## src/rtl/bist_ctrl_pkg.sv

```systemverilog
// Shared types and constants for the BIST sequencer: FSM states, pattern ordering, watchdog width.
package bist_ctrl_pkg;

  localparam int unsigned WDOG_W = 16;

  typedef enum logic [2:0] {
    S_IDLE,
    S_ARM,
    S_RUN,
    S_NEXT,
    S_FINISH
  } bist_state_e;

  // Pattern index ordering as decoded by the BIST engine's bist_pattern_sel.
  typedef enum logic [1:0] {
    PAT_MARCH_C,
    PAT_CHECKERBOARD,
    PAT_SOLID,
    PAT_ADDR_DEC
  } bist_pattern_e;

  // Index width for n items, never narrower than one bit.
  function automatic int unsigned idx_width(input int unsigned n);
    return (n > 1) ? $clog2(n) : 1;
  endfunction

endpackage

```

## src/rtl/bist_ctrl_pick.sv

```systemverilog
// Find-first-set: lowest set mask bit strictly above base, or the lowest set bit overall when from_zero.
module bist_ctrl_pick
  import bist_ctrl_pkg::*;
#(
  parameter  int unsigned N  = 4,
  localparam int unsigned PW = idx_width(N)
) (
  input  logic [N-1:0]  mask,
  input  logic [PW-1:0] base,
  input  logic          from_zero,
  output logic [PW-1:0] idx,
  output logic          valid
);

  // Scan downward so the lowest qualifying bit is the last one written.
  always_comb begin
    idx   = '0;
    valid = 1'b0;
    for (int i = int'(N) - 1; i >= 0; i--) begin
      if (mask[i] && (from_zero || (i > int'(base)))) begin
        idx   = PW'(i);
        valid = 1'b1;
      end
    end
  end

endmodule

```

## src/rtl/bist_ctrl.sv

```systemverilog
// BIST run sequencer with SRAM port arbitration between BIST engine and user traffic.
// Optional watchdog per pattern enabled by defining BIST_CTRL_TIMEOUT_EN.
module bist_ctrl
  import bist_ctrl_pkg::*;
#(
  parameter  int unsigned ADDR_WIDTH   = 6,
  parameter  int unsigned DATA_WIDTH   = 8,
  parameter  int unsigned MASK_WIDTH   = 2,
  parameter  int unsigned NUM_PATTERNS = 4,
  parameter  int unsigned RST_CYCLES   = 16,
  localparam int unsigned PW           = idx_width(NUM_PATTERNS)
) (
  input  logic                    clk,
  input  logic                    rst,
  input  logic                    start,
  input  logic [NUM_PATTERNS-1:0] pattern_mask,
  output logic                    busy,
  output logic                    done,
  output logic                    fail,
  output logic [NUM_PATTERNS-1:0] fail_vec,
  output logic [PW-1:0]           cur_pattern,
`ifdef BIST_CTRL_TIMEOUT_EN
  output logic                    timeout,
`endif
  output logic                    bist_rst,
  output logic                    bist_en,
  output logic [PW-1:0]           bist_pattern_sel,
  input  logic                    bist_done,
  input  logic                    bist_fail,
  input  logic                    bist_we,
  input  logic [ADDR_WIDTH-1:0]   bist_addr,
  input  logic [DATA_WIDTH-1:0]   bist_din,
  input  logic [MASK_WIDTH-1:0]   bist_wmask,
  input  logic                    user_valid,
  output logic                    user_ready,
  input  logic                    user_we,
  input  logic [ADDR_WIDTH-1:0]   user_addr,
  input  logic [DATA_WIDTH-1:0]   user_din,
  input  logic [MASK_WIDTH-1:0]   user_wmask,
  output logic                    sram_en,
  output logic                    sram_we,
  output logic [ADDR_WIDTH-1:0]   sram_addr,
  output logic [DATA_WIDTH-1:0]   sram_din,
  output logic [MASK_WIDTH-1:0]   sram_wmask
);

  localparam int unsigned RST_W = idx_width(RST_CYCLES);
`ifdef BIST_CTRL_TIMEOUT_EN
  localparam int unsigned CNT_W = (RST_W > WDOG_W) ? RST_W : WDOG_W;
`else
  localparam int unsigned CNT_W = RST_W;
`endif

  bist_state_e             state, state_nx;
  logic [CNT_W-1:0]        cnt, cnt_nx;
  logic [NUM_PATTERNS-1:0] mask_q, mask_nx;
  logic [NUM_PATTERNS-1:0] fail_vec_nx;
  logic [PW-1:0]           cur_nx;
  logic                    done_nx, fail_nx;
  logic                    busy_nx;
  logic [PW-1:0]           pick_idx;
  logic                    pick_valid;
`ifdef BIST_CTRL_TIMEOUT_EN
  logic                    timeout_nx;
`endif

  // In IDLE search the incoming mask from bit 0; afterwards search the captured mask above cur_pattern.
  bist_ctrl_pick #(
    .N (NUM_PATTERNS)
  ) u_pick (
    .mask      ((state == S_IDLE) ? pattern_mask : mask_q),
    .base      (cur_pattern),
    .from_zero (state == S_IDLE),
    .idx       (pick_idx),
    .valid     (pick_valid)
  );

  always_ff @(posedge clk or posedge rst) begin
    if (rst) state <= S_IDLE;
    else     state <= state_nx;
  end

  always_comb begin
    state_nx    = state;
    cnt_nx      = cnt;
    mask_nx     = mask_q;
    cur_nx      = cur_pattern;
    done_nx     = done;
    fail_nx     = fail;
    fail_vec_nx = fail_vec;
`ifdef BIST_CTRL_TIMEOUT_EN
    timeout_nx  = timeout;
`endif
    case (state)
      S_IDLE: begin
        if (start) begin
          done_nx     = 1'b0;
          fail_nx     = 1'b0;
          fail_vec_nx = '0;
`ifdef BIST_CTRL_TIMEOUT_EN
          timeout_nx  = 1'b0;
`endif
          cnt_nx      = '0;
          mask_nx     = pattern_mask;
          if (pick_valid) begin
            state_nx = S_ARM;
            cur_nx   = pick_idx;
          end else begin
            state_nx = S_FINISH;
          end
        end
      end
      S_ARM: begin
        if (cnt == CNT_W'(RST_CYCLES - 1)) begin
          state_nx = S_RUN;
          cnt_nx   = '0;
        end else begin
          cnt_nx = cnt + CNT_W'(1);
        end
      end
      S_RUN: begin
        // A fail outranks a simultaneous done.
        if (bist_fail) begin
          fail_vec_nx[cur_pattern] = 1'b1;
          state_nx                 = S_NEXT;
        end else if (bist_done) begin
          state_nx = S_NEXT;
        end
`ifdef BIST_CTRL_TIMEOUT_EN
        else if (cnt == CNT_W'((2 ** WDOG_W) - 2)) begin
          fail_vec_nx[cur_pattern] = 1'b1;
          timeout_nx               = 1'b1;
          state_nx                 = S_NEXT;
        end else begin
          cnt_nx = cnt + CNT_W'(1);
        end
`endif
      end
      S_NEXT: begin
        cnt_nx = '0;
        if (pick_valid) begin
          state_nx = S_ARM;
          cur_nx   = pick_idx;
        end else begin
          state_nx = S_FINISH;
        end
      end
      S_FINISH: begin
        done_nx  = 1'b1;
        fail_nx  = |fail_vec;
        state_nx = S_IDLE;
      end
      default: state_nx = S_IDLE;
    endcase
  end

  assign busy_nx = (state_nx == S_ARM) || (state_nx == S_RUN) || (state_nx == S_NEXT);

  // Datapath and decoded control outputs, registered off the next state.
  always_ff @(posedge clk or posedge rst) begin
    if (rst) begin
      cnt         <= '0;
      mask_q      <= '0;
      cur_pattern <= '0;
      done        <= 1'b0;
      fail        <= 1'b0;
      fail_vec    <= '0;
      busy        <= 1'b0;
      bist_en     <= 1'b0;
      bist_rst    <= 1'b1;
      user_ready  <= 1'b1;
`ifdef BIST_CTRL_TIMEOUT_EN
      timeout     <= 1'b0;
`endif
    end else begin
      cnt         <= cnt_nx;
      mask_q      <= mask_nx;
      cur_pattern <= cur_nx;
      done        <= done_nx;
      fail        <= fail_nx;
      fail_vec    <= fail_vec_nx;
      busy        <= busy_nx;
      bist_en     <= (state_nx == S_RUN);
      bist_rst    <= (state_nx == S_ARM);
      user_ready  <= !busy_nx;
`ifdef BIST_CTRL_TIMEOUT_EN
      timeout     <= timeout_nx;
`endif
    end
  end

  assign bist_pattern_sel = cur_pattern;

  // Zero-latency SRAM mux; a user request is only issued when it is also accepted.
  always_comb begin
    if (bist_en) begin
      sram_en    = 1'b1;
      sram_we    = bist_we;
      sram_addr  = bist_addr;
      sram_din   = bist_din;
      sram_wmask = bist_wmask;
    end else begin
      sram_en    = user_valid & user_ready;
      sram_we    = user_we;
      sram_addr  = user_addr;
      sram_din   = user_din;
      sram_wmask = user_wmask;
    end
  end

endmodule

```

## config.mk

```make
export PLATFORM = sky130hd
export DESIGN_NAME = bist_ctrl
export DESIGN_NICKNAME = d
export VERILOG_FILES = /design/src/rtl/bist_ctrl_pkg.sv /design/src/rtl/bist_ctrl_pick.sv /design/src/rtl/bist_ctrl.sv
export SDC_FILE = /design/constraint.sdc
export NUM_CORES = 1
export LEC_CHECK = 0
export CORE_ASPECT_RATIO = 0.6
export CORE_MARGIN = 2
export CORE_UTILIZATION = 39
export CTS_BUF_LIST = sky130_fd_sc_hd__clkbuf_4
export CTS_CLUSTER_DIAMETER = 60
export DETAILED_ROUTE_END_ITERATION = 8
export PLACE_DENSITY = 0.79
export SLEW_MARGIN = 0
export SYNTH_ARGS = -nofsm -noshare
export SYNTH_HDL_FRONTEND = slang
export SYNTH_SLANG_ARGS = --single-unit
```

## constraint.sdc

```tcl
create_clock -name clk -period 2.2 [get_ports clk]
set_input_delay 0.33 -clock clk [delete_from_list [all_inputs] [get_ports clk]]
set_output_delay 0.33 -clock clk [all_outputs]
set_load 0.02 [all_outputs]
```

### Word-level counts from Yosys, hierarchy flattened

Cells that the tools add are included.

| cells by class | value |
|---|---|
| add/sub/neg operators | 1 |
| multiply operators | 0 |
| div/mod/pow operators | 0 |
| magnitude comparators | 5 |
| equality and inequality tests | 10 |
| shifts and indexed selects | 0 |
| multiplexer cells | 33 |
| bitwise logic cells | 2 |
| reduce and logical (&&, ||, !) cells | 22 |

Operators with widths:

| cell | number |
|---|---|
| 4-bit 2-to-1 mux | 4 |
| 3-bit 2-to-1 mux | 5 |
| 2-bit 2-to-1 mux | 7 |
| 3-bit by 2-bit == test with 1-bit output, second input constant | 4 |
| 3-bit case mux with 4 select lines | 1 |
| 4-bit case mux with 3 select lines | 1 |
| 1-bit 2-to-1 mux | 8 |
| 8-bit 2-to-1 mux | 1 |
| 4-bit case mux with 2 select lines | 1 |
| 2-bit AND reduction | 4 |
| 3-bit by 1-bit == test with 1-bit output, second input constant | 2 |
| 6-bit 2-to-1 mux | 1 |
| 2-bit nonzero test | 3 |
| 1-bit logical AND | 5 |
| 1-bit logical OR | 5 |
| 4-bit by 1-bit adder with 4-bit output, second input constant | 1 |
| 4-bit == test, second input constant | 1 |
| 2-bit > comparator, first input constant | 2 |
| 2-bit != test, second input constant | 2 |
| 4-bit bitwise OR | 1 |
| 1-bit case mux with 2 select lines | 2 |
| 2-bit case mux with 2 select lines | 1 |
| 4-bit OR reduction | 1 |
| 3-bit == test, second input constant | 1 |
| other kinds (9) | 9 |

| word-level totals | value |
|---|---|
| register bits after elaboration | 23 |
| bits in latches | 0 |
| RAM bits | 0 |
| memory bits (read-only) | 0 |
| input port bits | 44 |
| output and inout bits | 32 |
| word-level logic and storage cells | 84 |
| memories kept | 0 |

### Logic depth before layout (Yosys ltp)

Gate-level depths: netlist (run 1).

| logic depth | value |
|---|---|
| word-level depth | 14 |
| depth in mapped cells | 5 |
| gate-level depth less buffers | 5 |

### Hierarchy

A second synthesis (run 1) with hierarchy kept.

| second synthesis, totals | value |
|---|---|
| cells, all modules | 134 |
| area, all modules | 1441.4 um^2 |

By module, submodules not included:

| module | instances | cells an instance | area each (um^2) |
|---|---|---|---|
| bist_ctrl | 1 | 118 | 1347.5 |
| bist_ctrl_pick | 1 | 16 | 93.8 |

### Worst setup path after synthesis (run 1)

No wires, ideal clock.

| timing path | value |
|---|---|
| path kind | reg-to-output |
| from | register bist_en |
| to | output port sram_addr[0] |
| arrival | 1.552 ns |
| data required time | 1.870 ns |
| path slack | 0.318 ns |
| stages on the path, launching flop included | 4 |
| buffers on the path | 2 |
| cells stage by stage | dfrtp_1 clkbuf_1 buf_1 mux2_2 |

| between the ends | value |
|---|---|
| cells in the longest elaborated chain, start to end | 1 |

RTL lines:

| item | line | source |
|---|---|---|
| start, declared | bist_ctrl.sv:26 | `output logic bist_en,` |
| start signal, assigned | bist_ctrl.sv:183 | `bist_en <= (state_nx == S_RUN);` |
| 6-bit 2-to-1 mux | bist_ctrl.sv:196 | `if (bist_en) begin` |
| end, declared | bist_ctrl.sv:42 | `output logic [ADDR_WIDTH-1:0] sram_addr,` |

No other way between the ends.

### Worst setup path in the final report (run 1)

| timing path | value |
|---|---|
| from | register bist_en |
| to | output port sram_we |

| between the ends | value |
|---|---|
| cells in the longest elaborated chain, start to end | 1 |

RTL lines:

| item | line | source |
|---|---|---|
| 1-bit 2-to-1 mux | bist_ctrl.sv:196 |  |
| end, declared | bist_ctrl.sv:41 | `output logic sram_we,` |

No other way between the ends.

==> results.toml, run 1 <==
[clocking]
clock-root-buffer = "sky130_fd_sc_hd__clkbuf_4"
htree_num_levels = 1
cts_post_setup_buffers_inserted = 0
tritoncts.num_buffers = 3
cts_tree = "built"
worstSkewPairLatency_ns = 0.32
clock-sinks = 22
clkTransAtPathRegs_ns = 0.12
longest_clk_path_bufs = 2

[place]
io_buffer_count = 75
dp_hpwl_mm = 3.29
place.gp.congestion = 0.862

[detailed_routing]
routed_via_density = 5.21
post_dr_wirelength_cell_um = 16.3
totalWireLength_mm = 4.04
dr.first_iter.drc_count = 24
drt_pass1_iterations = 4
ant_nets = 0
via_count = 1292
detail_route.drc_violations = 0

[layout]
antenna_cells = 0
area_growth_pct = 66.5
final_cell_mix = "sky130_fd_sc_hd__clkdlybuf4s50_1, sky130_fd_sc_hd__mux2_2, sky130_fd_sc_hd__dfrtp_1"
nFillCells = 251
drive_above_1_share_pct = 17.2
count_of_nets_after_finishing = 249
layout_commonest_cell = "sky130_fd_sc_hd__clkdlybuf4s50_1"
postLayoutCoreUtil_pct = 67.1

[sta]
final-setup-viol-count = 0
fmax_mhz = 470
worst-slew-pin-transition_ns = 0.501
report.final.slew_viol_count = 0
final_period_minus_worst_setup_slack_ns = 2.13
fin_skew_ns = 0.00794
report.final.hold_viol_count = 0
final_min_period_over_clock_period_pct = 96.6
setup-tns-final_ns = 0
worst_slew_margin_rel_pct = 66.5
rsz_0062_raised_after_global_routing = "false"

[setup_path]
ff2ff_path_depth = 4
timing.critical_path.fanout_max = 19
critical_path_required_ns = 1.87
cpMaxStageDelayCell = "sky130_fd_sc_hd__clkdlybuf4s50_1"
timing.critical_path.from_type = "register"
crit_path_capture_type = "output port"
worstSetupPathType = "register to output port"
family_with_the_most_delay_on_the_worst_path = "buffers and inverters"
cp_num_buf_inv = 2
worstPathCellList = "buf_6 -> mux2_2 -> clkdlybuf4s50_1"
worst-endpoint-arrival_ns = 1.80
reg2reg_from = "state[0]"
reg2reg_setup_slack_ns = 0.42
critical-path-max-stage-delay_ns = 0.57
regToRegEndpoint = "bist_pattern_sel[0]"

[die]
dieArea_um2 = 3800
core_area_um2 = 3200
core.rowCount = 16
initial_core_util_pct = 40.3
dieHeight_um = 48.6
design.portCount = 76
die_w_um = 78.3

[yosys]
synth.cell_area_um2 = 1290
syn-mean-instance-area_um2 = 10.2
yosysWarningCount = 0
yosysSeqAreaShare_pct = 42.9
count_of_cell_types_in_the_netlist = 42
postSynthRegisterBits = 22
syn_inst = 127
synth_nets = 172

[power_and_ir_drop]
ir_drop_uv = 651
report.power.total_w = 0.00176
power_density_nw_per_um2 = 820
leakage_nw = 0.897

[global_route]
grt_first_pass_wirelength_mm = 6.21
grt_max_degree = 23
vias_in_the_first_global_route = 1227
gr-usage-all-layers_pct = 21.8
grt_remaining_overflow = 0
initial_antenna_violation_count = 0

[run]
drv_cap = 0

[worst_hold_path]
timing.hold.worst.class = "primary input to asynchronous set/reset pin"

[outcome]
outcome = "completed"
==> cells by family (layout without fill, tap and decap cells) <==
group,count (synthesis),in the layout,synth area share [%]
and+or+nand+nor,41,41,16.7
AOI/OAI and AO/OA,30,30,16.2
muxes,22,22,19.4
DFF,22,22,42.9
buffers and inverters,11,87,3.88
adders and majority gates,1,1,0.970
==> synth_stat cells <==
cell	n	area, µm²
sky130_fd_sc_hd__mux2i_1	1	10.0
sky130_fd_sc_hd__buf_1	1	3.75
sky130_fd_sc_hd__buf_4	2	15.0
sky130_fd_sc_hd__o22ai_1	2	12.5
sky130_fd_sc_hd__and2_1	1	6.26
sky130_fd_sc_hd__ha_1	1	12.5
sky130_fd_sc_hd__and3_1	2	12.5
sky130_fd_sc_hd__a22o_2	1	10.0
sky130_fd_sc_hd__a32o_1	1	10.0
sky130_fd_sc_hd__clkbuf_1	3	11.3
sky130_fd_sc_hd__a21oi_1	1	5.00
sky130_fd_sc_hd__o22a_1	1	8.76
sky130_fd_sc_hd__o21bai_1	2	15.0
sky130_fd_sc_hd__dfstp_2	2	52.6
sky130_fd_sc_hd__and2_2	1	7.51
sky130_fd_sc_hd__a211oi_1	1	7.51
sky130_fd_sc_hd__or2_1	1	6.26
sky130_fd_sc_hd__or4_1	1	7.51
sky130_fd_sc_hd__mux2_2	20	225
sky130_fd_sc_hd__nand2_1	8	30.0
sky130_fd_sc_hd__a2bb2oi_1	2	17.5
sky130_fd_sc_hd__o21a_1	2	15.0
sky130_fd_sc_hd__a21boi_0	1	7.51
sky130_fd_sc_hd__nor3_1	3	15.0
sky130_fd_sc_hd__inv_1	4	15.0
sky130_fd_sc_hd__mux2_4	1	15.0
sky130_fd_sc_hd__nand2b_1	3	18.8
sky130_fd_sc_hd__dfrtp_1	20	500
sky130_fd_sc_hd__nand3_1	3	15.0
sky130_fd_sc_hd__buf_2	1	5.00
sky130_fd_sc_hd__nor3b_1	2	15.0
sky130_fd_sc_hd__a21o_1	2	15.0
sky130_fd_sc_hd__o21ai_0	7	35.0
sky130_fd_sc_hd__nor2_1	10	37.5
sky130_fd_sc_hd__or3b_4	1	11.3
sky130_fd_sc_hd__a31oi_1	5	31.3
sky130_fd_sc_hd__o22a_2	1	10.0
sky130_fd_sc_hd__nand4_1	1	6.26
sky130_fd_sc_hd__nor2b_1	2	12.5
sky130_fd_sc_hd__or2b_1	1	7.51
sky130_fd_sc_hd__nor4_1	1	6.26
sky130_fd_sc_hd__a22o_1	1	8.76
==> sequential cells by signal (all words and copies together) (netlist names) <==
| signal | cells |
|---|---|
| bist_en | 1 |
| bist_pattern_sel | 2 |
| bist_rst | 1 |
| busy | 1 |
| cnt | 4 |
| done | 1 |
| fail | 1 |
| fail_vec | 4 |
| mask_q | 3 |
| state | 3 |
| user_ready | 1 |
==> where the power goes <==
| group | leakage, nW | switching [W] | total, W | internal, W |
|---|---|---|---|---|
| Sequential | 0.276 | 0.000130 | 0.000658 | 0.000528 |
| Clock | 0.0279 | 0.000121 | 0.000306 | 0.000184 |
| Combinational | 0.593 | 0.000372 | 0.000799 | 0.000427 |
==> layer usage <==
layer	vias to the layer above	routed length [µm]	global-route usage, %
li1	615	-	-
met2	47	1860	36.4
met3	9	349	8.40
met4	0	76	6.43
met1	621	1750	26.3
met5	-	0	0
==> worst reg2reg max path: stages (launching register included) <==
cell	delay [ns]
sky130_fd_sc_hd__dfrtp_1	0.47
sky130_fd_sc_hd__or3b_4	0.44
sky130_fd_sc_hd__o22a_1	0.20
sky130_fd_sc_hd__o22a_2	0.27
sky130_fd_sc_hd__mux2_4	0.29
==> worst max path at each step <==
stage / cells after the start / startpoint / end
after CTS: 3 / bist_en / sram_we
after detailed placement: 5 / start / bist_pattern_sel[0]
final: 3 / bist_en / sram_we
after global placement: 5 / start / bist_pattern_sel[0]
after floorplan: 3 / bist_en / sram_addr[0]
after global routing: 3 / bist_en / sram_we
==> layout make-up <==
type / instances / area [µm²] / area share, %
clock buffer: 3 / 22.5 / 1.05
clock inverter: 1 / 30.0 / 1.40
inverter: 4 / 15.0 / 0.699
multi-input combinational: 94 / 687 / 32.0
sequential: 22 / 553 / 25.7
tap: 45 / 56.3 / 2.62
timing repair buffer: 79 / 785 / 36.5
==> metrics by stage <==
| step | cell area, µm² | setup WS [ns] | cells | hold WS [ns] |
|---|---|---|---|---|
| global route | 2150 | 0.0192 | 248 | 0.342 |
| floorplan | 1290 | 0.318 | 127 | 0.318 |
| global placement | 2090 | 0.0758 | 244 | 0.492 |
| finish | 2150 | 0.0746 | 248 | 0.325 |
| CTS | 2140 | 0.0445 | 248 | 0.336 |
| detailed placement | 2090 | 0.0237 | 244 | 0.509 |
==> what timing repair did <==
item,4_1_cts,5_1_grt
resized for setup,0,1
endpoints found under the hold margin,0,0
hold buffers,0,0
setup endpoints to repair,0,16
Power figures use the tool's default switching activity.
==> inputs of run 2 (changes only) <==
--- a/config.mk
+++ b/config.mk
@@ -5,6 +5,7 @@
 export SDC_FILE = /design/constraint.sdc
 export NUM_CORES = 1
 export LEC_CHECK = 0
+export CAP_MARGIN = 40
 export CORE_ASPECT_RATIO = 0.6
 export CORE_MARGIN = 2
 export CORE_UTILIZATION = 39
==> results of run 2 <==
The final DEF is identical to that of run 1; final timing and power are the same.
==> edit 1 (flow settings as in run 1) <==
The 5 states of `bist_state_e` get a one-hot encoding in 5 bits.
--- a/src/rtl/bist_ctrl_pkg.sv
+++ b/src/rtl/bist_ctrl_pkg.sv
@@ -3,12 +3,12 @@
 
   localparam int unsigned WDOG_W = 16;
 
-  typedef enum logic [2:0] {
-    S_IDLE,
-    S_ARM,
-    S_RUN,
-    S_NEXT,
-    S_FINISH
+  typedef enum logic [4:0] {
+    S_IDLE   = 5'b00001,
+    S_ARM    = 5'b00010,
+    S_RUN    = 5'b00100,
+    S_NEXT   = 5'b01000,
+    S_FINISH = 5'b10000
   } bist_state_e;
 
   // Pattern index ordering as decoded by the BIST engine's bist_pattern_sel.
Check against the original RTL: no difference found for any inputs over 10 cycles, from zero or initial values and one cycle with rst high; not proved beyond that.
==> edit 1 against run 1 <==
  * Sequential cell count increased by 2
  * Cell area up 9.5%
  * Register-to-register slack got worse by 0.12 ns
  * First-iteration DRC count grew to 2.7 times the old value
  * Die area rose by 17%
  * Combinational power is 34% higher
  * Sequential share of layout area decreased by 0.051 points
  * Synthesized area is 18% higher
  * Global-route usage fell by 3.1 points
  * Power increased by 25%
  * Non-clock buffer count is 1 higher
  * Worst setup slack worse by 0.0066 ns
  * Routed wire length up 1.4%
  * Critical endpoint is now sram_addr[4]
  * Largest power group unchanged
==> edit 1: results (changes against run 1) <==
* Outcome: finished clean
- Leakage: 0.000980 uW (+9.3%)
- The average size of a mapped cell was 9.55 um^2 (-5.9%).
- The proportion of register bits with asynchronous set or reset after synthesis is 1.00 (unchanged).
* Root buffer selected by CTS: sky130_fd_sc_hd__clkbuf_4
- Sorting the synthesized cells by how often they occur yields 25 x sky130_fd_sc_hd__nor2_1, 21 x sky130_fd_sc_hd__dfrtp_1, 19 x sky130_fd_sc_hd__mux2_2.
* Registers with the highest flip-flop counts: state: 5 flops, cnt: 4 flops, fail_vec: 4 flops
- Share of layout cells above drive strength 1: 0.163 (-0.00932)
- The sequential cell area fraction in the yosys report was 0.398 (-0.0309).
- The final HPWL from detailed placement was 3260 um (-0.99%).
- CTS buffer count: 3 (unchanged)
- The largest fanout of any net on the critical path is 19 (unchanged).
* Headroom to the max-slew limit: 0.668 (+0.00255)
* Cell Int Power: 1340 uW (+17%)
- Arrival time at the worst endpoint: 1.80 ns (about the same)
- Gp weighted congestion: 0.748 (-13%)
- Total setup buffers inserted after CTS: 0 (unchanged)
- Initial antenna violation count: 0 (unchanged)
* Largest delay share family, worst path: buffers and inverters
- The global-route total usage across every layer was 0.186 (-0.0312).
- The post-layout net count is 279 (+12%).
- The average via count per standard cell was 5.03 (-3.4%).
- Routed wire length: 4100 um (+1.4%)
* Top cells by area, synth: sky130_fd_sc_hd__dfrtp_1 35%, sky130_fd_sc_hd__mux2_2 14%, sky130_fd_sc_hd__nor2_1 6.2%
* Maximum number of pins on one net before global-route repair: 20 (-13%)
- Number of buffers on the longest clock path: 2 (unchanged)
- Count of port buffers added during placement: 75 (unchanged)
* Via count of the first global-routing pass: 1298 (+5.8%)
* Peak VDD IR: 556 uV (-15%)
* Number of nets in the synthesized netlist: 204 (+19%)
- DP Worst Slack: 0.0955 ns (+0.0718 ns)
* Number of distinct standard cells referenced by the synthesized netlist: 45 (+7.1%)
* Register clock-pin slew on the reported worst setup and hold paths: 0.14 ns (+0.02 ns)
* First DRT Iteration DRCs: 64 (+170%)
- The average wire per standard cell was 14.6 um (-10%).
- Fill cell count: 333 (+33%)
- The worst clock skew on the final layout came to 0.00342 ns (-0.00452 ns).
* First-pass GRT wire length: 6440 um (+3.7%)
* Post-CTS resize count: 0 (unchanged)
- Number of nets with antenna violations after detailed routing: 0 (unchanged)
- On the worst path, the slowest cell contributes a delay of 0.56 ns.
- Count of warnings emitted by yosys: 0 (unchanged)
- The area of placed instances came to 2300 um^2 (+9.7%).
## edit 1: cell types whose count changed after synthesis, sizes merged, moves of 3 or more
cell,change
a21oi,+7
a31oi,-4
buf,+3
nand2,+5
nand3b,+4
nor2,+15
o21ai,+5
## edit 1: layer usage
layer  share of wire  vias up  track usage
li1                -      714            -
met1            0.52      664        0.288
met2            0.44       31        0.273
met3           0.041        0       0.0441
met4               0        0       0.0159
met5               0        -            0
## edit 1: path summary, 6_finish.rpt
| kind | slack (ns) | depth (start not counted) | end | from |
|---|---|---|---|---|
| setup / recovery | 0.07 | 3 | sram_addr[4] | bist_en |
| hold / removal | 0.29 | 2 | cnt[1] | rst |
| setup reg to reg | 0.30 | 4 | bist_pattern_sel[0] | state[0] |
| hold reg to reg | 0.52 | 1 | cnt[3] | cnt[3] |
| max in group asynchronous | 1.35 | 3 | state[0] | rst |
| min in group clk | 0.52 | 1 | cnt[3] | cnt[3] |
## edit 1: logic make-up (layout without fill, tap and decap cells)
family | Yosys count | count (layout) | share of synthesized area
DFF | 24 | 24 | 0.398
muxes | 21 | 21 | 0.157
adders and majority gates | 1 | 1 | 0.00824
buffers and inverters | 15 | 89 | 0.0585
and+or+nand+nor | 65 | 65 | 0.229
AOI/OAI and AO/OA | 32 | 32 | 0.143
xor gates and xnor gates | 1 | 1 | 0.00577
## edit 1: area by class of cell
cell class	instances	area [um^2]	area share
clock buffer	3	22.5	0.00957
clock inverter	1	30.0	0.0128
inverter	5	18.8	0.00798
multi-input combinational	120	826	0.351
sequential	24	604	0.257
tap	47	58.8	0.0250
timing repair buffer	80	792	0.337
## edit 1: power groups by stage
stage               clock network, uW  registers [uW]  logic [uW]
floorplan                           0             798         669
global placement                    0             798        1070
detailed placement                  0             804        1070
CTS                               335             794        1080
global route                      355             828        1180
finish                            328             795        1070
==> edit 2 (flow settings as in run 1) <==
Without the edit above. Add a define of `BIST_CTRL_TIMEOUT_EN`.
--- a/src/rtl/bist_ctrl.sv
+++ b/src/rtl/bist_ctrl.sv
@@ -1,5 +1,7 @@
 // BIST run sequencer with SRAM port arbitration between BIST engine and user traffic.
 // Optional watchdog per pattern enabled by defining BIST_CTRL_TIMEOUT_EN.
+`define BIST_CTRL_TIMEOUT_EN
+
 module bist_ctrl
   import bist_ctrl_pkg::*;
 #(
Function (old outputs only; new: timeout): same outputs for any inputs over 10 cycles, from zero or initial values and one cycle with rst high; that may be too few to reach the edited logic, so the function may still have changed.
==> edit 2 against run 1 <==
  * Global-route usage decreased by 0.98 points
  * Worst setup slack improved by 0.0015 ns
  * Routed wire length increased by 44%
  * Cell area increased by 44%
  * Synthesized area increased by 68%
  * Critical path depth unchanged
  * Fmax about the same
  * Synthesized cell count increased by 72%
  * Power increased by 35%
  * Register-to-register slack got worse by 0.24 ns
  * Sequential cell count increased by 13
  * Clock skew increased by 0.0067 ns
  * Final cell count increased by 48%
  * Core utilization decreased by 7.5 points
  * Critical endpoint is now sram_din[5]
  * Largest cell class is now multi-input combinational cells
==> edit 2: results (changes against run 1) <==
- Sequential cell area: 878 um^2 (+59%)
- The number of H-tree branching levels was 2 (+1).
- Fill cell count: 471 (+88%)
* Top cells by area, synth: sky130_fd_sc_hd__dfrtp_1 38%, sky130_fd_sc_hd__mux2_2 10%, sky130_fd_sc_hd__xnor2_1 4.4%
- The fraction of the cycle the final worst path needs came to 0.965 (about the same).
- Share of layout cells above drive strength 1: 0.179 (+0.00639)
* Portion of the layout cell area used by clock cells: 0.0262 (+0.00175)
- Post-synthesis sequential area ratio: 0.405 (-0.0234)
- The non-clock buffer total of the final layout came to 88 (+11%).
* Synthesized-area fraction occupied by adder cells: 0.0115 (+0.00185)
* Core utilization of the finished layout: 0.596 (-0.0745)
- The count of buffers from port buffering came to 76 (+1.3%).
* Number of instances in the placed design: 360 (+48%)
- Via density per instance: 5.43 (+4.3%)
- The flow ran to the end, and the final reports show no timing, DRC or antenna violations.
- Share of the synthesized area in compound gates (AO/OA/AOI/OAI): 0.170 (+0.00777)
* Leakage: 0.00127 uW (+42%)
* Multiplexer fraction of the synthesized cell area: 0.104 (-0.0901)
- Post-synthesis average cell area: 9.94 um^2 (-2.1%)
- Die area: 6190 um^2 (+63%)
- Number of vias in the routed layout: 2000 (+55%)
- The worst clock skew on the final layout was 0.0146 ns (+0.00669 ns).
- The peak per-stage delay on the critical path came to 0.54 ns (-0.03 ns).
- The worst hold slack after final layout came to 0.351 ns (+0.0259 ns).
* Reg-to-reg startpoint: cnt[0]
- In this run the critical register-to-register path is captured at cnt[9].
* Global-route usage over all layers: 0.208 (-0.00983)
* Clock insertion delay at the later pin of the skew report: 0.36 ns (+0.04 ns)
* Flop-to-flop setup slack: 0.18 ns (-0.24 ns)
- Post-route met1 wirelength: 2790 um (+59%)
- The routed length on met3 was 559 um (+60%).
- The share of the synthesized netlist area taken by xor and xnor gates came to 0.0445 (+0.0445).
- The post-layout net count came to 347 (+39%).
- The cell depth of the worst flop-to-flop path was 8 (+4).
- The largest registers in the layout are cnt: 16 flops, fail_vec: 4 flops.
- First-pass GRT wire length: 9870 um (+59%)
- The slew at the pin closest to its max-slew limit is 0.534 ns (+0.0331 ns).
- The synthesized netlist net count came to 264 (+53%).
- The number of different library cells in the post-synthesis netlist is 51 (+21%).
* Peak VDD IR: 388 uV (-40%)
- The average wire per standard cell is 15.8 um (-2.9%).
- The routed wire length on met2 came to 2410 um (+29%).
* Maximum number of pins on one net before global-route repair: 36 (+57%)
- First DRT Iteration DRCs: 166 (+590%)
- Multi-input combinational cell count: 162 (+72%)
edit 2: cell count changes after synthesis, moves of 6 or more:
cell                      change
sky130_fd_sc_hd__a21oi_1     +12
sky130_fd_sc_hd__nand2_1      +7
sky130_fd_sc_hd__nand3_1      +6
sky130_fd_sc_hd__xnor2_1     +11
sky130_fd_sc_hd__nor2_1      +10
sky130_fd_sc_hd__dfrtp_1     +13
edit 2: what timing repair did:
| action | CTS | global route |
|---|---|---|
| setup buffers | 0 | 0 |
| endpoints found under the setup margin | 0 | 17 |
| resized for setup | 0 | 1 |
edit 2: power breakdown:
part           leakage [uW]  internal, uW  switching (uW)
clock             0.0000452           239             230
combinational      0.000764           473             499
sequential         0.000460           773             164
total               0.00127          1480             893
edit 2: layer usage:
| layer | track usage | vias to the layer above |
|---|---|---|
| met5 | 0 | - |
| met4 | 0.0665 | 0 |
| met3 | 0.0492 | 9 |
| met2 | 0.316 | 83 |
| met1 | 0.298 | 940 |
| li1 | - | 968 |
